<file path="src/rtl/scroll_loader.sv">
// scroll_loader
//   Streams a window of 32 columns from a circular message memory into a
//   column-addressed display, one column every 3 cycles (SETUP/STROBE/HOLD).
//   Bursts start periodically (scroll, offset moves at the end) or on a
//   REFRESH request (rewrite, offset unchanged).
//
// Ports
//   CLK, RESET          clock, asynchronous active-high reset
//   ENABLE              allow periodic scroll bursts
//   DIR                 0 = offset+1, 1 = offset-1 (sampled at burst end)
//   REFRESH             one-cycle rewrite request, honoured only in IDLE
//   wr_en/wr_addr/wr_data  message memory write port
//   column_id/in_column display column address and bitmap (registered)
//   LOAD                display write strobe
//   BUSY                burst in progress
//   FRAME_DONE          high during the final HOLD of a burst
module scroll_loader #(
    parameter int          MSG_LEN       = 64,
    parameter logic [23:0] SCROLL_PERIOD = 24'd1_000_000
) (
    input  logic        CLK,
    input  logic        RESET,
    input  logic        ENABLE,
    input  logic        DIR,
    input  logic        REFRESH,
    input  logic        wr_en,
    input  logic [5:0]  wr_addr,
    input  logic [15:0] wr_data,
    output logic [4:0]  column_id,
    output logic [15:0] in_column,
    output logic        LOAD,
    output logic        BUSY,
    output logic        FRAME_DONE
);

    typedef enum logic [1:0] {S_IDLE, S_SETUP, S_STROBE, S_HOLD} state_t;

    localparam logic [6:0] LEN7 = 7'(MSG_LEN);
    localparam logic [5:0] LAST = 6'(MSG_LEN - 1);

    logic [15:0] r_mem [MSG_LEN];

    state_t      r_state;
    state_t      w_state_nxt;
    logic [4:0]  r_k;
    logic [4:0]  w_k_nxt;
    logic [23:0] r_cnt;
    logic        r_adv;
    logic [5:0]  r_offset;
    logic [4:0]  r_col;
    logic [15:0] r_data;
    logic        w_trig;
    logic        w_start;
    logic [6:0]  w_sum;
    logic [5:0]  w_idx;

    // Message memory: no reset, writes past the message end are dropped.
    always_ff @(posedge CLK) begin
        if (wr_en && ({1'b0, wr_addr} < LEN7))
            r_mem[wr_addr] <= wr_data;
    end

    // Next state, column counter and strobes.
    always_comb begin
        w_state_nxt = r_state;
        w_k_nxt     = r_k;
        w_start     = 1'b0;
        w_trig      = ENABLE && (r_cnt == SCROLL_PERIOD - 24'd1);
        LOAD        = 1'b0;
        BUSY        = 1'b1;
        FRAME_DONE  = 1'b0;
        case (r_state)
            S_IDLE: begin
                BUSY = 1'b0;
                if (w_trig || REFRESH) begin
                    w_state_nxt = S_SETUP;
                    w_k_nxt     = 5'd0;
                    w_start     = 1'b1;
                end
            end
            S_SETUP:  w_state_nxt = S_STROBE;
            S_STROBE: begin
                LOAD        = 1'b1;
                w_state_nxt = S_HOLD;
            end
            S_HOLD: begin
                if (r_k != 5'd31) begin
                    w_state_nxt = S_SETUP;
                    w_k_nxt     = r_k + 5'd1;
                end else begin
                    w_state_nxt = S_IDLE;
                    FRAME_DONE  = 1'b1;
                end
            end
            default: w_state_nxt = S_IDLE;
        endcase
    end

    // Circular read index for the column about to enter SETUP.
    always_comb begin
        w_sum = {1'b0, r_offset} + {2'b00, w_k_nxt};
        w_idx = (w_sum >= LEN7) ? 6'(w_sum - LEN7) : w_sum[5:0];
    end

    always_ff @(posedge CLK or posedge RESET) begin
        if (RESET) begin
            r_state  <= S_IDLE;
            r_k      <= 5'd0;
            r_cnt    <= 24'd0;
            r_adv    <= 1'b0;
            r_offset <= 6'd0;
            r_col    <= 5'd0;
            r_data   <= 16'd0;
        end else begin
            r_state <= w_state_nxt;
            r_k     <= w_k_nxt;

            // Scroll wins over refresh when both fire together.
            if (w_start) begin
                r_cnt <= 24'd0;
                r_adv <= w_trig;
            end else if (r_state == S_IDLE && ENABLE) begin
                r_cnt <= r_cnt + 24'd1;
            end

            if (FRAME_DONE && r_adv) begin
                if (!DIR)
                    r_offset <= (r_offset == LAST) ? 6'd0 : r_offset + 6'd1;
                else
                    r_offset <= (r_offset == 6'd0) ? LAST : r_offset - 6'd1;
            end

            // Column data is captured only on SETUP entry so later memory
            // writes cannot disturb the value the display is sampling.
            if (w_state_nxt == S_SETUP) begin
                r_col  <= w_k_nxt;
                r_data <= r_mem[w_idx];
            end
        end
    end

    assign column_id = r_col;
    assign in_column = r_data;

endmodule

</file>
<file path="config.mk">
export PLATFORM = sky130hd
export DESIGN_NAME = scroll_loader
export DESIGN_NICKNAME = d
export VERILOG_FILES = /design/src/rtl/scroll_loader.sv
export SDC_FILE = /design/constraint.sdc
export NUM_CORES = 1
export LEC_CHECK = 0
export CAP_MARGIN = 20
export CORE_ASPECT_RATIO = 1.1
export CORE_MARGIN = 3
export CORE_UTILIZATION = 58
export DETAILED_ROUTE_END_ITERATION = 7
export PLACE_DENSITY = 0.77
export SYNTH_ARGS = -nofsm -noshare
export SYNTH_HDL_FRONTEND = slang
export SYNTH_SLANG_ARGS = --single-unit
</file>
<file path="constraint.sdc">
create_clock -name CLK -period 8.75 [get_ports CLK]
set_input_delay 2.625 -clock CLK [delete_from_list [all_inputs] [get_ports CLK]]
set_output_delay 2.625 -clock CLK [all_outputs]
set_load 0.05 [all_outputs]
</file>
==> run_results.csv <==
group,metric,value,unit
run_status,status,"completed",
pwr,pwr-share-clk,0.435,
place,portBuffers,51,
clocking,post_cts_buffers,0,
place,place_area,44980,sq um
pwr,power.density,214.9,nW/um^2
place,dpl.hpwl,58690,microns
pwr,internal_power,8.388,mW
yosys,synth_cell_type_count,71,
die,die_h,291.3,microns
yosys,avgSynthCellArea,19.54,sq um
worst_setup_path,cp.required,9.26,ns
pwr,swShare,0.1942,
finish,fin_nets,2388,
pwr,power.leakage,15.83,nW
timing,setup_violations,0,
pwr,p_sw,2.022,mW
worst_setup_path,path_class,"input port to flip-flop",
run,max-cap-violations,0,
timing,min_period,7.261,ns
pwr,vdd_ir_drop_max,0.1738,mV
clocking,ctsHoldBuffers,0,
worst_setup_path,timing.rr.start,"r_cnt[0]",
yosys,ys_warn_count,0,
die,start_util,0.5860,
worst_setup_path,timing.rr.end,"in_column[7]",
timing,hold_violations,0,
die,die-area,77320,sq um
die,core_area,73260,sq um
yosys,syn_nets,2239,
die,io_pins,52,
yosys,synth_area_leaders,"edfxtp_1, mux4_2, dfrtp_1",
die,die_w,265.4,microns
yosys,synth_area,42930,sq um
worst_setup_path,crit_end,"in_column[7]",
yosys,synth_top_cell_by_area,"edfxtp_1",
yosys,synth_edf_count,1024,
place,dp.cells,3197,
worst_setup_path,startpoint,"ENABLE",
clocking,insertion_delay,0.66,ns
detailed_routing,drtPass1Iterations,6,
grt,grt_antenna_before_repair,1,
yosys,synthArstFlopShare,0.05448,
place,place.gp.congestion,0.8572,
clocking,numCtsBuffers,100,
finish,fin_area,48440,sq um
clocking,cts.sinks,1083,
finish,final_common_cell,"edfxtp_1",
die,rows,104,
detailed_routing,drt_iter0_markers,3101,
worst_setup_path,rrSetupSlack,3.39,ns
timing,worst_pin_slew,1.016,ns
min_path,hp-class,"flip-flop to flip-flop",
clocking,clk_pin_slew,0.06,ns
timing,finClkSkew,0.03561,ns
grt,track_usage,0.2727,
yosys,synth-seq-cells,1083,
finish,drive_gt1_frac,0.2504,
timing,max_freq,0.1377,GHz
worst_setup_path,r2r_cells,15,
yosys,ys.flop_type,"edfxtp_1",
clocking,cts_resized,0,
yosys,ys_seq_area_frac,0.7507,
worst_setup_path,endpoint_kind,"flip-flop",
detailed_routing,antenna_left,0,
pwr,pwr-share-seq,0.549,
timing,drv_slew,0,
finish,final_cell_mix,"edfxtp_1, mux4_2, nand2_1, nand3_1, nor2_1",
timing,period_share,0.8299,
clocking,h-tree-depth,3,
yosys,synth_top_area_frac,0.7163,
grt,grt_pass1_wl,154000,microns
grt,grt_max_degree,113,
detailed_routing,avgViaCountPerCell,6.684,
timing,setup_tns,0,ns
detailed_routing,drc,0,
clocking,cts_buffer_depth,3,
worst_setup_path,cp.arrival,7.77,ns
yosys,synthCells,2197,
grt,grt.overflow.total,0,
worst_setup_path,crit_fanout,56,
clocking,root_buffer,"clkbuf_16",
finish,area_delta_synth_final,12.84,%
place,dp_slack,0.9301,ns
clocking,cts_tree,"done",
detailed_routing,wire_per_inst,30.62,microns
grt,grt_pass1_vias,23110,
detailed_routing,vias,22620,
pwr,pwr-share-comb,0.016,
finish,layout.cells.non_filler,3384,
timing,setup_ws,1.489,ns
pwr,total_power,10.41,mW
detailed_routing,routed_wl,103600,microns
timing,rsz0062_at_grt,"false",
timing,slew_headroom,0.3174,
worst_setup_path,cp-start-kind,"input port",
-- critical path, cell delays in order --
cell and delay, ns:
clkdlybuf4s50_1 0.61, and4bb_2 0.26, nand4_1 0.16, o211ai_2 0.34
nand2_1 0.17, a22o_1 0.26, ha_4 0.19, fa_4 1.03
buf_12 0.35, mux4_2 0.37, and2_0 0.19, a2111oi_1 0.72
a311oi_2 0.10, o211ai_2 0.19, o221ai_1 0.13
-- routing by layer --
| layer | wire length (microns) | vias up | track usage | share of wire |
|---|---|---|---|---|
| met1 | 38090 | 11740 | 0.3851 | 0.37 |
| met3 | 10910 | 210 | 0.05123 | 0.11 |
| li1 | - | 9187 | - | - |
| met4 | 4086 | 0 | 0.1077 | 0.039 |
| met5 | 0 | - | 0 | 0 |
| met2 | 50510 | 1486 | 0.4299 | 0.49 |
-- state kept, by name (all words and copies together) (netlist names) --
signal / count
r_adv: 1
r_mem: 1024
r_state: 2
r_cnt: 24
r_k: 5
column_id: 5
r_offset: 6
in_column: 16
-- cell usage after synthesis, drive strengths merged (13+ instances only) --
library cell  count
nor2            112
a21oi            18
o21ai            51
o221a            15
edfxtp         1024
nand3           132
mux2             20
mux4            256
clkbuf           25
dfrtp            59
mux2i            38
nand2           201
ha               13
xor2             18
buf              90
inv              13
a41oi            15
-- through the flow --
stage            util  hold slack [ns]
2_1_floorplan       -           0.4370
3_3_place_gp   0.6138           0.4576
3_5_place_dp   0.6140           0.4780
4_1_cts        0.6609           0.4885
5_1_grt        0.6611           0.4960
6_report       0.6612           0.5029
-- worst min path at each step --
stage / from / end / slack [ns] / depth (start not counted)
floorplan: r_cnt[3] / r_cnt[3] / 0.44 / 1
global placement: r_cnt[3] / r_cnt[3] / 0.46 / 1
detailed placement: r_cnt[3] / r_cnt[3] / 0.48 / 1
CTS: r_cnt[3] / r_cnt[3] / 0.49 / 1
global route: r_cnt[3] / r_cnt[3] / 0.50 / 1
finish: r_cnt[3] / r_cnt[3] / 0.50 / 1
-- kinds of logic after synthesis --
| family | count (synthesis) | share of synthesized area |
|---|---|---|
| buffers and inverters | 128 | 0.01542 |
| muxes | 314 | 0.1484 |
| AOI/OAI and AO/OA | 133 | 0.02393 |
| and+or+nand+nor | 503 | 0.05264 |
| adders and majority gates | 14 | 0.004255 |
| xor gates and xnor gates | 22 | 0.004663 |
| DFF | 1083 | 0.7507 |
-- final cells by class --
cell class	count	area (sq um)
tap	954	1194
clock inverter	69	810.8
sequential	1083	32230
timing repair buffer	162	1421
clock buffer	115	2623
fill	4484	24820
multi-input combinational	986	10110
inverter	13	48.80
antenna	2	5.005
-- power by group through the flow --
stage / Combinational (mW) / Clock [mW] / Sequential (mW)
2_1_floorplan: 0.0368 / 0 / 5.82
6_report: 0.164 / 4.53 / 5.71
3_3_place_gp: 0.153 / 0 / 5.82
5_1_grt: 0.175 / 4.78 / 5.71
4_1_cts: 0.163 / 4.57 / 5.71
3_5_place_dp: 0.161 / 0 / 5.82
Power figures use the tool's default switching activity.
==> edit: new RTL, config.mk and constraints unchanged <==
Re-encode `state_t` (4 states) as Gray code, 2 bits wide.
--- a/src/rtl/scroll_loader.sv
+++ b/src/rtl/scroll_loader.sv
@@ -35,3 +35,3 @@
 
-    typedef enum logic [1:0] {S_IDLE, S_SETUP, S_STROBE, S_HOLD} state_t;
+    typedef enum logic [1:0] {S_IDLE = 2'b00, S_SETUP = 2'b01, S_STROBE = 2'b11, S_HOLD = 2'b10} state_t;
 
Check against the original RTL: no difference found for any inputs over 4 cycles, from zero or initial values and one cycle with RESET high; so few cycles prove little.
==> edit against the unedited design <==
  * Sequential cell count unchanged
  * Wire length decreased by 2.1%
  * Global-route usage decreased by 0.90 points
  * Final cell count increased by 4.3%
  * Critical path type unchanged
  * Critical endpoint is now in_column[9]
  * Area after synthesis decreased by 0.38%
  * Cell area decreased by 0.99%
  * Worst setup slack improved by 440 ps
Power is not compared: it rests on default switching activity, and its combinational part moved more than twofold at a synthesized area within 25%.
==> edit: results (changes against the unedited design) <==
Run status:
- The run finished with clean final reports.

Yosys:
- The post-synthesis async set-or-reset flop share is 0.0545 (unchanged).
- In the post-synthesis netlist, the biggest area contributors are edfxtp_1 (72%), mux4_2 (6.7%), mux2i_1 (6.4%).
- The area share of xor/xnor cells in the synthesized design is 0.00553 (+0.000866).
- The multiplexer area fraction after synthesis is 0.131 (-0.0173).
- The distinct cell type count after synthesis is 58 (-18%).
- The commonest cells after synthesis are edfxtp_1 (1024), mux2i_1 (272), nand2_1 (174), a22oi_1 (144), mux4_2 (128).
- The sequential fraction of the synthesis area is 0.754 (+0.00288).
- The compound-gate portion of the synthesized area is 0.0416 (+0.0176).
- The adder-cell share of the synthesized area is 0.00339 (-0.000861).

Worst setup path:
- The worst endpoint data arrival time is 7380 ps (-390 ps).
- The count of cells along the worst register-to-register path came to 16 (+1).
- The critical path starts at ENABLE.
- The launch point of the worst reg-to-reg path is r_cnt[20].
- The flop-to-flop setup slack was 3770 ps (+380 ps).
- The maximum net fanout on the critical path came to 83 (+48%).
- The last element of the critical path is in_column[9].
- The highest cell delay on the worst timing path is 1000 ps (-30 ps).
- The gate family responsible for the most delay along the worst path is adder cells.

Route:
- The via count is 23100 (+1.9%).
- The final wirelength came to 101 mm (-2.1%).
- The number of iterations in the first detailed-routing pass came to 7 (+1).

Global route:
- The met2 track utilization from global routing is 0.417 (-0.0124).
- The met3 capacity usage during global routing was 0.0471 (-0.00415).
- The global routing usage on met1 was 0.374 (-0.0110).
- The global routing usage summed across all routing layers is 0.264 (-0.00900).
- The number of global-route vias before repair came to 23000 (-0.62%).
- The first-pass GRT wire length is 150 mm (-2.7%).
- The initial antenna violation count is 3 (+2).

Worst hold path:
- In this run the most critical hold path is launched from column_id[0].
- The path with the worst hold slack has its endpoint at column_id[0].
- The count of cells along the worst hold path came to 2 (+1).

Placed design:
- The routability congestion estimate is 0.849 (-0.91%).

Cells and area:
- The number of flip-flops under the largest register name is 1024 (unchanged).
- The number of nets in the final layout is 2537 (+6.2%).
- The share of post-route cells with drive strength above 1 is 0.163 (-0.0870).

Timing:
- The normalized max-slew margin is 0.257 (-0.0602).
- The maximum clock skew at final layout is 47.9 ps (+12.3 ps).

Clock network:
- The number of H-tree levels was 3 (unchanged).
## edit: final cells by class
| class | instances | area, um2 | share of cell area |
|---|---|---|---|
| Sequential cell | 1083 | 32200 | 0.672 |
| Multi-Input combinational cell | 1152 | 10000 | 0.209 |
| Clock buffer | 125 | 2680 | 0.0559 |
| Timing Repair Buffer | 152 | 1330 | 0.0277 |
| Tap cell | 945 | 1180 | 0.0247 |
| Clock inverter | 64 | 505 | 0.0105 |
| Inverter | 6 | 22.5 | 0.000470 |
| Antenna cell | 2 | 5.00 | 0.000104 |
## edit: per-stage QoR
step                      utilization  hold WS (ps)  area (um2)  worst slack, ps  std cells
final                           0.662           522       48000             1930       3529
after global routing            0.662           535       48000             1770       3527
after CTS                       0.662           522       47900             2050       3526
after detailed placement        0.618           505       44800             1350       3337
after global placement          0.618           498       44700             1440       3335
after floorplan                     -           473       42800             2960       2373
## edit: where the power goes
group | internal (mW) | total (mW) | switching, mW
clock | 2.36 | 4.22 | 1.87
sequential | 5.72 | 5.77 | 0.0496
combinational | 0.297 | 0.864 | 0.567
total | 8.38 | 10.9 | 2.48
## edit: layer usage
metal,wire length (um),share of wire,up-vias
met1,38900,0.38,11700
li1,-,-,9738
met3,10100,0.10,211
met5,10,0.000099,-
met2,48800,0.48,1364
met4,3600,0.035,2
## edit: worst register-to-register path: stages (launching register included)
cell and delay (ps):
dfrtp_1 430, nand4bb_1 210, nor4_1 210, and4_1 340, a21oi_2 80, buf_4 260, nand2_1 120, o21ai_0 160
ha_4 220, fa_4 1000, buf_12 440, mux2i_1 320, a22oi_1 250, nand2_1 140, o21ai_0 470, a22oi_1 130
nand3_1 110
